$ cat config.mk
export PLATFORM = sky130hd
export DESIGN_NAME = seg7_dec_display
export DESIGN_NICKNAME = d
export VERILOG_FILES = /design/src/rtl/seg7_pkg.sv /design/src/rtl/seg7_encode.sv /design/src/rtl/seg7_dec_display.sv
export SDC_FILE = /design/constraint.sdc
export NUM_CORES = 1
export LEC_CHECK = 0
export CAP_MARGIN = 0
export CORE_MARGIN = 10
export CORE_UTILIZATION = 34
export CTS_CLUSTER_DIAMETER = 80
export DETAILED_ROUTE_END_ITERATION = 12
export MAX_ROUTING_LAYER = met4
export PLACE_DENSITY = 0.62
export SYNTH_ARGS = -nofsm -noshare
export SYNTH_HDL_FRONTEND = slang
export SYNTH_SLANG_ARGS = --single-unit
$ cat constraint.sdc
create_clock -name clk -period 3.25 [get_ports clk]
set_input_delay 0.975 -clock clk [delete_from_list [all_inputs] [get_ports clk]]
set_output_delay 0.975 -clock clk [all_outputs]
set_load 0.1 [all_outputs]
$ cat src/rtl/seg7_pkg.sv
// Shared FSM state type and active-low seven-segment codes (bit0 = a ... bit6 = g).
package seg7_pkg;
  typedef enum logic [1:0] {IDLE, SHIFT, LATCH} state_t;

  localparam logic [6:0] SEG_BLANK = 7'b1111111;
  localparam logic [6:0] SEG_DASH  = 7'b0111111;

  // Indexed by nibble value; element 0 is the last entry in the concatenation.
  localparam logic [15:0][6:0] SEG_HEX = {
    7'b0001110, 7'b0000110, 7'b0100001, 7'b1000110,  // F E d C
    7'b0000011, 7'b0001000, 7'b0010000, 7'b0000000,  // b A 9 8
    7'b1111000, 7'b0000010, 7'b0010010, 7'b0011001,  // 7 6 5 4
    7'b0110000, 7'b0100100, 7'b1111001, 7'b1000000   // 3 2 1 0
  };
endpackage

$ cat src/rtl/seg7_encode.sv
// Combinational nibble to active-low segment encoder, one per digit.
module seg7_encode
  import seg7_pkg::*;
(
  input  logic [3:0] nib,
  output logic [6:0] seg
);
  assign seg = SEG_HEX[nib];
endmodule

$ cat src/rtl/seg7_dec_display.sv
// Binary to hex/decimal seven-segment display driver with double-dabble BCD
// conversion, leading-zero blanking and overflow dashes.
module seg7_dec_display
  import seg7_pkg::*;
#(
  parameter int WIDTH    = 32,
  parameter int DIGITS   = 8,
  parameter int BLANK_LZ = 1
) (
  input  logic                   clk,
  input  logic                   rst_n,
  input  logic                   in_valid,
  output logic                   in_ready,
  input  logic [WIDTH-1:0]       in_data,
  input  logic                   in_mode,
  output logic [DIGITS-1:0][6:0] hex_n,
  output logic                   done,
  output logic                   overflow
);
  localparam int BW = 4*(DIGITS+1);
  localparam int CW = $clog2(WIDTH);
  localparam int EW = (WIDTH > 4*DIGITS) ? WIDTH : 4*DIGITS;

  state_t                   state, state_nx;
  logic [WIDTH-1:0]         data_r;
  logic                     mode_r;
  logic [BW-1:0]            bcd, adj, bcd_nx;
  logic                     lost;
  logic [CW-1:0]            cnt;
  logic [EW-1:0]            data_ext;
  logic [DIGITS-1:0][3:0]   nib;
  logic [DIGITS-1:0][6:0]   seg, disp;
  logic [DIGITS:0]          lead;
  logic                     hex_fit, fit;

  always_ff @(posedge clk or negedge rst_n)
    if (!rst_n) state <= IDLE;
    else        state <= state_nx;

  always_comb begin
    state_nx = state;
    in_ready = 1'b0;
    case (state)
      IDLE: begin
        in_ready = 1'b1;
        if (in_valid) state_nx = in_mode ? SHIFT : LATCH;
      end
      SHIFT:   if (cnt == CW'(WIDTH-1)) state_nx = LATCH;
      LATCH:   state_nx = IDLE;
      default: state_nx = IDLE;
    endcase
  end

  // Double-dabble step: correct every nibble, then shift in the next data bit.
  always_comb begin
    adj = bcd;
    for (int i = 0; i < DIGITS+1; i++)
      if (bcd[4*i +: 4] >= 4'd5) adj[4*i +: 4] = bcd[4*i +: 4] + 4'd3;
    bcd_nx = {adj[BW-2:0], data_r[WIDTH-1]};
  end

  assign data_ext = EW'(data_r);

  generate
    if (EW > 4*DIGITS) begin : g_hex_hi
      assign hex_fit = (data_ext[EW-1:4*DIGITS] == '0);
    end else begin : g_hex_nohi
      assign hex_fit = 1'b1;
    end
  endgenerate

  // A bit falling off the top of the BCD register means the value is far too large.
  assign fit = mode_r ? (!lost && bcd[BW-1 -: 4] == 4'd0) : hex_fit;

  always_comb begin
    for (int i = 0; i < DIGITS; i++)
      nib[i] = mode_r ? bcd[4*i +: 4] : data_ext[4*i +: 4];
  end

  for (genvar g = 0; g < DIGITS; g++) begin : g_dig
    seg7_encode u_enc (.nib(nib[g]), .seg(seg[g]));
  end

  always_comb begin
    lead[DIGITS] = 1'b0;
    for (int i = DIGITS-1; i >= 0; i--)
      lead[i] = lead[i+1] | (nib[i] != 4'd0);
    for (int i = 0; i < DIGITS; i++) begin
      if (!fit)                                 disp[i] = SEG_DASH;
      else if (BLANK_LZ == 0 || i == 0 || lead[i]) disp[i] = seg[i];
      else                                      disp[i] = SEG_BLANK;
    end
  end

  always_ff @(posedge clk or negedge rst_n) begin
    if (!rst_n) begin
      data_r   <= '0;
      mode_r   <= 1'b0;
      bcd      <= '0;
      lost     <= 1'b0;
      cnt      <= '0;
      hex_n    <= {DIGITS{SEG_BLANK}};
      done     <= 1'b0;
      overflow <= 1'b0;
    end else begin
      done <= (state == LATCH);
      case (state)
        IDLE: if (in_valid) begin
          data_r <= in_data;
          mode_r <= in_mode;
          bcd    <= '0;
          lost   <= 1'b0;
          cnt    <= '0;
        end
        SHIFT: begin
          bcd    <= bcd_nx;
          lost   <= lost | adj[BW-1];
          data_r <= data_r << 1;
          cnt    <= cnt + 1'b1;
        end
        LATCH: begin
          hex_n    <= disp;
          overflow <= !fit;
        end
        default: ;
      endcase
    end
  end
endmodule

==> results of run 1 <==
how the worst max path moves through the flow:
stage | cells after the start | to | startpoint | slack [ns]
2_1_floorplan | 3 | in_ready | state[0] | 0.26
3_3_place_gp | 8 | hex_n[8] | mode_r | 0.54
3_5_place_dp | 8 | hex_n[9] | mode_r | 0.45
4_1_cts | 8 | hex_n[9] | mode_r | 0.43
5_1_grt | 8 | hex_n[9] | mode_r | 0.12
6_report | 8 | hex_n[9] | mode_r | 0.42
per-stage QoR:
stage	util (%)	setup WS (ns)	hold WS (ns)	area [um^2]	instances
floorplan	-	0.2595	0.4594	8509	937
global placement	39.80	0.5383	0.4494	9736	1332
detailed placement	39.80	0.4486	0.4629	9736	1332
CTS	42.28	0.4278	0.4729	10340	1364
global route	42.28	0.1241	0.4844	10340	1364
finish	42.28	0.4230	0.4729	10340	1364
registers in the layout, indices dropped and copies added (netlist names):
signal and count:
done 1, bcd 36, hex_n 56, mode_r 1, lost 1, overflow 1, cnt 5, data_ext 32
state 2
synth_stat cells, drive strengths merged (7+ instances only):
cell and n:
nand2 100, a32o 10, mux2 14, dfstp 56
dfrtp 79, nor2 88, o22ai 23, nand2b 15
a22oi 25, xor2 7, a31oi 41, o31ai 10
ha 64, mux2i 30, nand3 7, o32ai 7
a21oi 60, o21ai 80, o211ai 7, xnor2 9
clkbuf 35, buf 16, a32oi 8, and2 15
nor3 16, inv 54
kinds of logic (layout without fill, tap and decap cells):
| family | count (synthesis) | count (layout) | synth area share, % |
|---|---|---|---|
| AO/OA/AOI/OAI | 311 | 311 | 23.58 |
| AND/OR/NAND/NOR | 260 | 260 | 13.81 |
| flip-flops | 135 | 135 | 40.52 |
| buffers and inverters | 105 | 208 | 5.073 |
| adder cells (fa/ha/maj) | 64 | 64 | 9.410 |
| multiplexers | 46 | 46 | 5.955 |
| XOR/XNOR | 16 | 16 | 1.647 |
metal layers:
metal	GRT usage (%)	part of all wire (%)
met1	19.62	48
met2	23.55	47
met3	2.579	4.0
met4	4.513	1.4
met5	-	0
final cells by class:
cell class | instances | share of cell area [%]
well taps | 324 | 3.920
clock inverters | 12 | 1.452
flip-flops and latches | 135 | 33.35
repair buffers | 122 | 10.08
inverters | 54 | 1.960
clock buffers | 20 | 4.416
multi-input cells | 697 | 44.82
worst max-delay path, cell delays in order, from the launching register on:
cell,delay (ns)
sky130_fd_sc_hd__dfrtp_2,0.53
sky130_fd_sc_hd__buf_4,0.32
sky130_fd_sc_hd__buf_4,0.32
sky130_fd_sc_hd__mux2i_1,0.46
sky130_fd_sc_hd__ha_1,0.35
sky130_fd_sc_hd__nand3_1,0.09
sky130_fd_sc_hd__and4bb_2,0.33
sky130_fd_sc_hd__a21oi_1,0.13
sky130_fd_sc_hd__a31oi_1,0.21
==> metrics.txt, run 1 <==
# TYPE chip_impl_metric gauge
chip_impl_info{name="outcome",value="completed"} 1
chip_impl_info{name="crit_path_end_kind",value="register"} 1
chip_impl_metric{name="layout.nets",unit=""} 1127
chip_impl_metric{name="fillerInstances",unit=""} 2398
chip_impl_metric{name="setup-violations-final",unit=""} 0
chip_impl_info{name="library_cell_occupying_the_most_area_in_the_post_synthesis_netlist",value="sky130_fd_sc_hd__dfrtp_1"} 1
chip_impl_metric{name="dp_hpwl",unit="um"} 16640
chip_impl_metric{name="cp.arrival",unit="ns"} 3.17
chip_impl_metric{name="seq_area_frac_synth",unit="%"} 40.52
chip_impl_metric{name="syn2layout_area_growth",unit="%"} 21.54
chip_impl_info{name="ys_dominant_reg_cell",value="sky130_fd_sc_hd__dfrtp_1"} 1
chip_impl_metric{name="syn_nets",unit=""} 1037
chip_impl_metric{name="diodes",unit=""} 0
chip_impl_metric{name="worst_clock_skew",unit="ns"} 0.009296
chip_impl_metric{name="floorplan.die.height",unit="um"} 178.2
chip_impl_metric{name="synth_enable_flop_cells",unit=""} 0
chip_impl_metric{name="count_of_mapped_cells_out_of_synthesis",unit=""} 937
chip_impl_metric{name="initial_core_util",unit="%"} 34.79
chip_impl_metric{name="avgRoutedWirePerCell",unit="um"} 16.99
chip_impl_metric{name="groute.usage.overall",unit="%"} 15.06
chip_impl_metric{name="via_count",unit=""} 7231
chip_impl_metric{name="synth.avg_cell_area",unit="um^2"} 9.082
chip_impl_metric{name="clkTransAtPathRegs",unit="ns"} 0.06
chip_impl_info{name="regToRegEndpoint",value="hex_n[9]"} 1
chip_impl_info{name="min_delay_worst_type",value="register to register"} 1
chip_impl_metric{name="design.die.area",unit="um^2"} 31760
chip_impl_metric{name="max_cap_viol_count",unit=""} 0
chip_impl_metric{name="worstSkewPairLatency",unit="ns"} 0.42
chip_impl_metric{name="grt_pass1_wl",unit="um"} 37420
chip_impl_metric{name="fp-row-count",unit=""} 57
chip_impl_metric{name="drv_slew",unit=""} 0
chip_impl_metric{name="maximum_number_of_pins_on_one_net_before_global_route_repair",unit=""} 61
chip_impl_metric{name="netlist_area",unit="um^2"} 8509
chip_impl_metric{name="totalNegativeSetupSlack",unit="ns"} 0
chip_impl_metric{name="final_hold_viol_count",unit=""} 0
chip_impl_info{name="timing.hold.worst.start",value="hex_n[0]"} 1
chip_impl_metric{name="register_area",unit="um^2"} 3450
chip_impl_metric{name="io_pins",unit=""} 95
chip_impl_metric{name="synthesis_warning_total",unit=""} 0
chip_impl_metric{name="timing_worst_slew_pin_value",unit="ns"} 0.8004
chip_impl_metric{name="holdBufCountCts",unit=""} 0
chip_impl_info{name="setup_repair_after_global_routing_missed_its_margin",value="no"} 1
chip_impl_metric{name="weighted_congestion_reported_at_the_end_of_routability_driven_placement",unit=""} 0.8786
chip_impl_metric{name="die_w",unit="um"} 178.2
chip_impl_info{name="critical_path.reg2reg.startpoint",value="mode_r"} 1
chip_impl_info{name="final_common_cell",value="sky130_fd_sc_hd__nand2_1"} 1
chip_impl_metric{name="drt-vias-per-instance",unit=""} 5.301
chip_impl_metric{name="cts_repair_resizes",unit=""} 0
chip_impl_info{name="cell_at_the_root_of_the_clock_tree",value="sky130_fd_sc_hd__clkbuf_16"} 1
chip_impl_metric{name="post-route-period-util",unit="%"} 86.98
chip_impl_info{name="yosys-top-cells-area",value="sky130_fd_sc_hd__dfrtp_1 (23%), sky130_fd_sc_hd__dfstp_2 (17%), sky130_fd_sc_hd__ha_1 (9.4%)"} 1
chip_impl_metric{name="io_buffer_count",unit=""} 94
chip_impl_info{name="commonest_cells_after_routing_fill_and_taps_aside",value="sky130_fd_sc_hd__nand2_1 (100), sky130_fd_sc_hd__nor2_1 (87), sky130_fd_sc_hd__buf_4 (84), sky130_fd_sc_hd__dfrtp_1 (78), sky130_fd_sc_hd__o21ai_0 (76)"} 1
chip_impl_metric{name="core-area",unit="um^2"} 24460
chip_impl_metric{name="setup.reg_to_reg.worst_slack",unit="ns"} 0.42
chip_impl_metric{name="cts.htree.levels",unit=""} 4
chip_impl_metric{name="critical_path_required",unit="ns"} 3.59
chip_impl_metric{name="finalCriticalPeriod",unit="ns"} 2.827
chip_impl_metric{name="maxClockFrequency",unit="GHz"} 0.3537
chip_impl_metric{name="yosys_register_bits",unit=""} 135
chip_impl_metric{name="via_count_of_the_first_global_routing_pass",unit=""} 6989
chip_impl_metric{name="numCtsBuffers",unit=""} 17
chip_impl_info{name="tritoncts_clock_tree",value="built"} 1
chip_impl_metric{name="number_of_antenna_violations_at_the_first_check_in_global_routing",unit=""} 0
chip_impl_info{name="timing.critical_path.from_type",value="register"} 1
chip_impl_metric{name="drt-initial-drc-count",unit=""} 528
chip_impl_metric{name="layout-drive-gt1-share",unit="%"} 19.42
chip_impl_metric{name="synthDistinctLibCells",unit=""} 59
chip_impl_metric{name="cts_setup_buffers",unit=""} 0
chip_impl_metric{name="firstDrtPassIters",unit=""} 5
chip_impl_metric{name="grt_remaining_overflow",unit=""} 0
chip_impl_info{name="path_class",value="register to register"} 1
chip_impl_metric{name="synth_top_cell_area_share",unit="%"} 23.23
chip_impl_metric{name="reg2reg_depth",unit=""} 8
chip_impl_metric{name="tritoncts_num_sinks",unit=""} 135
chip_impl_info{name="hold_path_end",value="hex_n[0]"} 1
chip_impl_metric{name="detail_route.drc_violations",unit=""} 0
chip_impl_metric{name="count_of_antenna_violating_nets_left_after_detailed_routing",unit=""} 0
chip_impl_metric{name="slew_headroom",unit="%"} 45.11
chip_impl_metric{name="hold_depth",unit=""} 2
chip_impl_metric{name="clock_path_buffers",unit=""} 2
chip_impl_metric{name="multi_input_comb_area",unit="um^2"} 4636
chip_impl_metric{name="critPathMaxFanout",unit=""} 21
chip_impl_metric{name="finalWirelength",unit="um"} 23170
chip_impl_metric{name="async_reset_ff_share",unit="%"} 100.0
Power of run 1 is not shown: default switching activity piles up to over one toggle a cycle in this logic, so the estimate is an artifact.
==> run 2, diff against run 1 <==
- CORE_UTILIZATION: 34 -> 33
- clock period: 3.25 -> 2.33 ns (I/O delays scaled with it)
==> run 2 against run 1 <==
  * Die area is 2.7% higher
  * Utilization rose by 3.6 points
  * Hold slack worse by 0.32 ns
  * Critical path depth shrank 6
  * Cell area rose by 12%
  * Clock-buffer cell count up 4
  * First-iteration DRC count is 6.3% higher
  * Sequential share of layout area shrank 3.6 points
  * Largest cell class unchanged
==> metrics.txt, run 2 (synthesis results as in run 1) <==
# TYPE chip_impl_metric gauge
chip_impl_info{name="outcome",value="completed"} 1
chip_impl_metric{name="cts.htree.levels",unit=""} 4
chip_impl_metric{name="worst_path_largest_cell_delay",unit="ns"} 0.58
chip_impl_info{name="regMostFlops",value="hex_n"} 1
chip_impl_metric{name="die_w",unit="um"} 180.6
chip_impl_metric{name="numCtsBuffers",unit=""} 17
chip_impl_info{name="min_delay_worst_type",value="input port to async pin"} 1
chip_impl_metric{name="setup-violations-final",unit=""} 0
chip_impl_metric{name="number_of_antenna_violations_at_the_first_check_in_global_routing",unit=""} 0
chip_impl_metric{name="diodes",unit=""} 0
chip_impl_metric{name="finalWirelength",unit="um"} 23750
chip_impl_metric{name="slew_headroom",unit="%"} 59.52
chip_impl_metric{name="layout-drive-gt1-share",unit="%"} 23.90
chip_impl_metric{name="worst_clock_skew",unit="ns"} 0.01218
chip_impl_metric{name="grt_remaining_overflow",unit=""} 0
chip_impl_metric{name="critical_path_required",unit="ns"} 1.63
chip_impl_metric{name="fp-row-count",unit=""} 58
chip_impl_metric{name="syn2layout_area_growth",unit="%"} 36.22
chip_impl_info{name="critical_path.slowest_cell",value="sky130_fd_sc_hd__dfrtp_1"} 1
chip_impl_metric{name="max_cap_viol_count",unit=""} 0
chip_impl_metric{name="layout.nets",unit=""} 1175
chip_impl_info{name="cell_at_the_root_of_the_clock_tree",value="sky130_fd_sc_hd__clkbuf_16"} 1
chip_impl_metric{name="post-route-period-util",unit="%"} 95.25
chip_impl_metric{name="floorplan.die.height",unit="um"} 180.6
chip_impl_metric{name="groute.usage.overall",unit="%"} 14.75
chip_impl_info{name="commonest_cells_after_routing_fill_and_taps_aside",value="sky130_fd_sc_hd__nand2_1 (100), sky130_fd_sc_hd__nor2_1 (85), sky130_fd_sc_hd__dfrtp_1 (78), sky130_fd_sc_hd__o21ai_0 (75), sky130_fd_sc_hd__buf_4 (69)"} 1
chip_impl_metric{name="finalCriticalPeriod",unit="ns"} 2.219
chip_impl_metric{name="cp.arrival",unit="ns"} 1.52
chip_impl_info{name="final_common_cell",value="sky130_fd_sc_hd__nand2_1"} 1
chip_impl_metric{name="via_count_of_the_first_global_routing_pass",unit=""} 7386
chip_impl_metric{name="final_hold_viol_count",unit=""} 0
chip_impl_metric{name="maxClockFrequency",unit="GHz"} 0.4506
chip_impl_metric{name="detailedPlace.worstSlack",unit="ns"} 0.001631
chip_impl_metric{name="layout_setup_ws",unit="ns"} 0.1107
chip_impl_metric{name="fillerInstances",unit=""} 2411
chip_impl_info{name="path_class",value="register to output port"} 1
chip_impl_metric{name="core-area",unit="um^2"} 25250
chip_impl_metric{name="avgRoutedWirePerCell",unit="um"} 16.75
chip_impl_metric{name="worstSkewPairLatency",unit="ns"} 0.42
chip_impl_metric{name="maximum_number_of_pins_on_one_net_before_global_route_repair",unit=""} 56
chip_impl_metric{name="io_buffer_count",unit=""} 94
chip_impl_metric{name="drt-vias-per-instance",unit=""} 5.267
chip_impl_metric{name="design.die.area",unit="um^2"} 32610
chip_impl_metric{name="detail_route.drc_violations",unit=""} 0
chip_impl_metric{name="weighted_congestion_reported_at_the_end_of_routability_driven_placement",unit=""} 0.8601
chip_impl_metric{name="critPathMaxFanout",unit=""} 13
chip_impl_metric{name="firstDrtPassIters",unit=""} 5
chip_impl_metric{name="clock_path_buffers",unit=""} 2
chip_impl_info{name="timing.critical_path.from_type",value="register"} 1
chip_impl_metric{name="timing_worst_slew_pin_value",unit="ns"} 0.6008
chip_impl_metric{name="initial_core_util",unit="%"} 33.70
chip_impl_metric{name="count_of_antenna_violating_nets_left_after_detailed_routing",unit=""} 0
chip_impl_metric{name="via_count",unit=""} 7468
chip_impl_metric{name="clkTransAtPathRegs",unit="ns"} 0.06
chip_impl_info{name="path_cells",value="nor2_2, buf_12"} 1
chip_impl_metric{name="tritoncts_num_sinks",unit=""} 135
chip_impl_metric{name="grt_pass1_wl",unit="um"} 38840
chip_impl_info{name="tritoncts_clock_tree",value="built"} 1
chip_impl_metric{name="dp_hpwl",unit="um"} 17490
chip_impl_metric{name="drt-initial-drc-count",unit=""} 561
chip_impl_info{name="setup_repair_after_global_routing_missed_its_margin",value="yes"} 1
chip_impl_info{name="crit_path_end_kind",value="output port"} 1
chip_impl_metric{name="io_pins",unit=""} 95
chip_impl_metric{name="drv_slew",unit=""} 0
chip_impl_metric{name="largest_reg_flops",unit=""} 56
run 2: changes by cell type in the layout (fill, tap and decap cells not counted), moves of 3 or more:
cell,previous run,this run
sky130_fd_sc_hd__buf_6,1,4
sky130_fd_sc_hd__buf_4,84,69
sky130_fd_sc_hd__mux2i_1,29,26
sky130_fd_sc_hd__a31oi_1,41,38
sky130_fd_sc_hd__buf_12,3,62
run 2: what timing repair did:
| action | 4_1_cts | 5_1_grt |
|---|---|---|
| hold buffers | 0 | 0 |
| endpoints found under the setup margin | 3 | 28 |
| pin swaps | 0 | 7 |
| setup buffers | 0 | 5 |
| cloned | 0 | 1 |
| resized for setup | 1 | 12 |
run 2: final cells by class:
type	instances	area [um^2]	area share, %
timing repair buffer	170	2170	18.72
inverter	54	205.2	1.770
clock inverter	8	122.6	1.058
tap	330	412.9	3.562
sequential	135	3450	29.76
multi-input combinational	697	4740	40.89
clock buffer	24	491.7	4.242
run 2: worst paths after layout:
check                      depth (start not counted)  slack (ns)      endpoint  startpoint
max in group asynchronous                          2        1.53     hex_n[21]       rst_n
max                                                2        0.11      in_ready    state[1]
min reg2reg                                        2        0.48      hex_n[0]    hex_n[0]
min in group clk                                   2        0.48      hex_n[0]    hex_n[0]
min                                                1        0.15  data_ext[30]       rst_n
max reg2reg                                        8        0.11     hex_n[45]      mode_r
run 2: worst max-delay path, delay by kind of cell (launching register included):
family,cells,cell delay [ns]
simple gates,1,0.30
flops,1,0.58
buf+inv,1,0.21
run 2: stage by stage:
stage / setup TNS (ns) / hold WS, ns / instances / utilization (%) / area, um^2
finish: 0 / 0.1548 / 1418 / 45.90 / 11590
global route: -0.08673 / 0.1612 / 1418 / 45.90 / 11590
CTS: 0 / 0.1535 / 1413 / 45.43 / 11470
detailed placement: 0 / 0.4768 / 1381 / 42.98 / 10860
global placement: 0 / 0.4670 / 1381 / 42.98 / 10860
floorplan: -3.782 / 0.4034 / 937 / - / 8586
run 2: layer usage:
metal  vias to the layer above  global-route usage [%]  routed length, um
li1                       3667                       -                  -
met5                         -                       -                  0
met2                       150                   24.03              11600
met4                         0                   4.528                399
met1                      3623                   18.14              10920
met3                        28                   2.771                833
Power of run 2 is left out for the same reason.
==> run 3, diff against run 2 <==
--- a/config.mk
+++ b/config.mk
@@ -14,2 +14,3 @@
 export PLACE_DENSITY = 0.62
+export SKIP_LAST_GASP = 1
 export SYNTH_ARGS = -nofsm -noshare
==> constraint.sdc (replaced) <==
create_clock -name clk -period 2.33 [get_ports clk]
set_input_delay 0.466 -clock clk [delete_from_list [all_inputs] [get_ports clk]]
set_output_delay 0.466 -clock clk [all_outputs]
set_load 0.1 [all_outputs]
==> run 3 against run 2 <==
  * Global-route usage is 0.059 points lower
  * Die area stayed put
  * Setup slack better by 0.015 ns
  * Critical path type is now register to register
==> metrics.txt, run 3 (synthesis results as in run 1) <==
# TYPE chip_impl_metric gauge
chip_impl_info{name="outcome",value="completed"} 1
chip_impl_info{name="final_common_cell",value="sky130_fd_sc_hd__buf_4"} 1
chip_impl_metric{name="detail_route.drc_violations",unit=""} 0
chip_impl_metric{name="finalCoreUtilization",unit="%"} 43.38
chip_impl_metric{name="diodes",unit=""} 0
chip_impl_metric{name="number_of_antenna_violations_at_the_first_check_in_global_routing",unit=""} 0
chip_impl_metric{name="worst_path_largest_cell_delay",unit="ns"} 0.47
chip_impl_info{name="timing.critical_path.from_type",value="register"} 1
chip_impl_metric{name="grt_use_met3",unit="%"} 2.751
chip_impl_metric{name="firstDrtPassIters",unit=""} 8
chip_impl_metric{name="fp-row-count",unit=""} 58
chip_impl_metric{name="cts.htree.levels",unit=""} 4
chip_impl_metric{name="grt_remaining_overflow",unit=""} 0
chip_impl_metric{name="initial_core_util",unit="%"} 33.70
chip_impl_info{name="worst_setup_path_startpoint",value="mode_r"} 1
chip_impl_info{name="global_route.peak_usage_layer",value="met2"} 1
chip_impl_metric{name="drt-initial-drc-count",unit=""} 678
chip_impl_metric{name="grt_pass1_wl",unit="um"} 38750
chip_impl_metric{name="finalCriticalPeriod",unit="ns"} 2.204
chip_impl_metric{name="drt-vias-per-instance",unit=""} 5.225
chip_impl_metric{name="groute.usage.overall",unit="%"} 14.69
chip_impl_metric{name="design.die.area",unit="um^2"} 32610
chip_impl_metric{name="via_count_of_the_first_global_routing_pass",unit=""} 7431
chip_impl_metric{name="layout.cells.non_filler",unit=""} 1421
chip_impl_metric{name="core-area",unit="um^2"} 25250
chip_impl_info{name="critical_path.slowest_cell",value="sky130_fd_sc_hd__dfrtp_2"} 1
chip_impl_metric{name="grt_use_met1",unit="%"} 18.34
chip_impl_metric{name="reg2reg_depth",unit=""} 9
chip_impl_info{name="path_cells",value="buf_4, mux2i_4, ha_4, and4bb_2, o221ai_4, nor3_4, buf_12, a21oi_2, a31oi_1"} 1
chip_impl_metric{name="layout-drive-gt1-share",unit="%"} 24.20
chip_impl_metric{name="die_w",unit="um"} 180.6
chip_impl_metric{name="critPathMaxFanout",unit=""} 7
chip_impl_metric{name="io_buffer_count",unit=""} 94
chip_impl_metric{name="cp.arrival",unit="ns"} 2.54
chip_impl_metric{name="via_count",unit=""} 7425
chip_impl_metric{name="layout.nets",unit=""} 1178
chip_impl_metric{name="io_pins",unit=""} 95
chip_impl_metric{name="maxClockFrequency",unit="GHz"} 0.4537
chip_impl_metric{name="critical_path_required",unit="ns"} 2.67
chip_impl_info{name="critical_path.endpoint",value="hex_n[22]"} 1
chip_impl_info{name="tritoncts_clock_tree",value="built"} 1
chip_impl_info{name="regToRegEndpoint",value="hex_n[22]"} 1
chip_impl_metric{name="weighted_congestion_reported_at_the_end_of_routability_driven_placement",unit=""} 0.8784
chip_impl_info{name="crit_path_end_kind",value="register"} 1
chip_impl_metric{name="finalWirelength",unit="um"} 23560
chip_impl_metric{name="drv_slew",unit=""} 0
chip_impl_metric{name="dp_hpwl",unit="um"} 17290
chip_impl_info{name="regMostFlops",value="hex_n"} 1
chip_impl_metric{name="timing_worst_slew_pin_value",unit="ns"} 0.6030
chip_impl_metric{name="met2_usage",unit="%"} 23.80
chip_impl_info{name="path_class",value="register to register"} 1
chip_impl_metric{name="detailedPlace.worstSlack",unit="ns"} -0.005818
chip_impl_metric{name="tritoncts_num_sinks",unit=""} 135
chip_impl_metric{name="largest_reg_flops",unit=""} 56
chip_impl_metric{name="slew_headroom",unit="%"} 59.38
chip_impl_metric{name="layout_setup_ws",unit="ns"} 0.1261
chip_impl_metric{name="numCtsBuffers",unit=""} 17
chip_impl_metric{name="floorplan.die.height",unit="um"} 180.6
chip_impl_metric{name="clock_path_buffers",unit=""} 2
chip_impl_metric{name="final_hold_viol_count",unit=""} 0
chip_impl_info{name="critical_path.reg2reg.startpoint",value="mode_r"} 1
chip_impl_metric{name="setup.reg_to_reg.worst_slack",unit="ns"} 0.13
chip_impl_metric{name="avgRoutedWirePerCell",unit="um"} 16.58
chip_impl_metric{name="post-route-period-util",unit="%"} 94.59
chip_impl_metric{name="syn2layout_area_growth",unit="%"} 28.73
chip_impl_metric{name="setup-violations-final",unit=""} 0
chip_impl_metric{name="clkTransAtPathRegs",unit="ns"} 0.07
chip_impl_metric{name="placedCellCount",unit=""} 1386
chip_impl_info{name="setup_repair_after_global_routing_missed_its_margin",value="yes"} 1
chip_impl_metric{name="count_of_antenna_violating_nets_left_after_detailed_routing",unit=""} 0
chip_impl_metric{name="maximum_number_of_pins_on_one_net_before_global_route_repair",unit=""} 51
chip_impl_metric{name="max_cap_viol_count",unit=""} 0
chip_impl_metric{name="worst_clock_skew",unit="ns"} 0.01512
chip_impl_info{name="min_delay_worst_type",value="register to register"} 1
chip_impl_info{name="commonest_cells_after_routing_fill_and_taps_aside",value="sky130_fd_sc_hd__buf_4 (129), sky130_fd_sc_hd__nand2_1 (100), sky130_fd_sc_hd__nor2_1 (84), sky130_fd_sc_hd__dfrtp_1 (78), sky130_fd_sc_hd__o21ai_0 (75)"} 1
chip_impl_info{name="cell_at_the_root_of_the_clock_tree",value="sky130_fd_sc_hd__clkbuf_16"} 1
chip_impl_metric{name="worstSkewPairLatency",unit="ns"} 0.43
run 3: worst min-delay path by stage:
stage	depth (start not counted)	startpoint	slack, ns	end
final	2	hex_n[0]	0.47	hex_n[0]
after global routing	2	hex_n[34]	0.49	hex_n[34]
after CTS	2	hex_n[34]	0.48	hex_n[34]
after detailed placement	1	rst_n	0.44	data_ext[27]
after global placement	1	rst_n	0.44	bcd[1]
after floorplan	0	rst_n	0.17	bcd[0]
run 3: what timing repair did:
action | in CTS | in global routing
endpoints found under the hold margin | 29 | 0
pin swaps | 0 | 3
hold buffers | 1 | 0
resized for setup | 2 | 8
endpoints found under the setup margin | 5 | 28
setup buffers | 0 | 2
run 3: routing by layer:
layer	wire, um	part of all wire, %
met5	0	0
met4	343	1.5
met3	899	3.8
met2	11210	48
met1	11100	47
run 3: critical path: cells and delay by family, from the launching register on:
kind                       cells  cell delay (ns)
AOI/OAI and AO/OA              3             0.65
DFF                            1             0.47
buffers and inverters          2             0.32
and+or+nand+nor                2             0.31
muxes                          1             0.19
adders and majority gates      1             0.17
run 3: area by class of cell:
cell class                      instances  area [um^2]
Fill cell                            2471        14300
Multi-Input combinational cell        697         4722
Sequential cell                       135         3450
Timing Repair Buffer                  173         1473
Clock buffer                           19        442.9
Tap cell                              330        412.9
Clock inverter                         13        251.5
Inverter                               54        202.7
run 3: metrics by stage:
step                setup TNS, ns  cell area, um^2  hold slack, ns
floorplan                  -3.790             8586          0.1704
global placement                0            10190          0.4383
detailed placement      -0.005818            10190          0.4389
CTS                             0            10900          0.4755
global route             -0.01302            10950          0.4898
finish                          0            10950          0.4689
Power of run 3 is left out for the same reason.
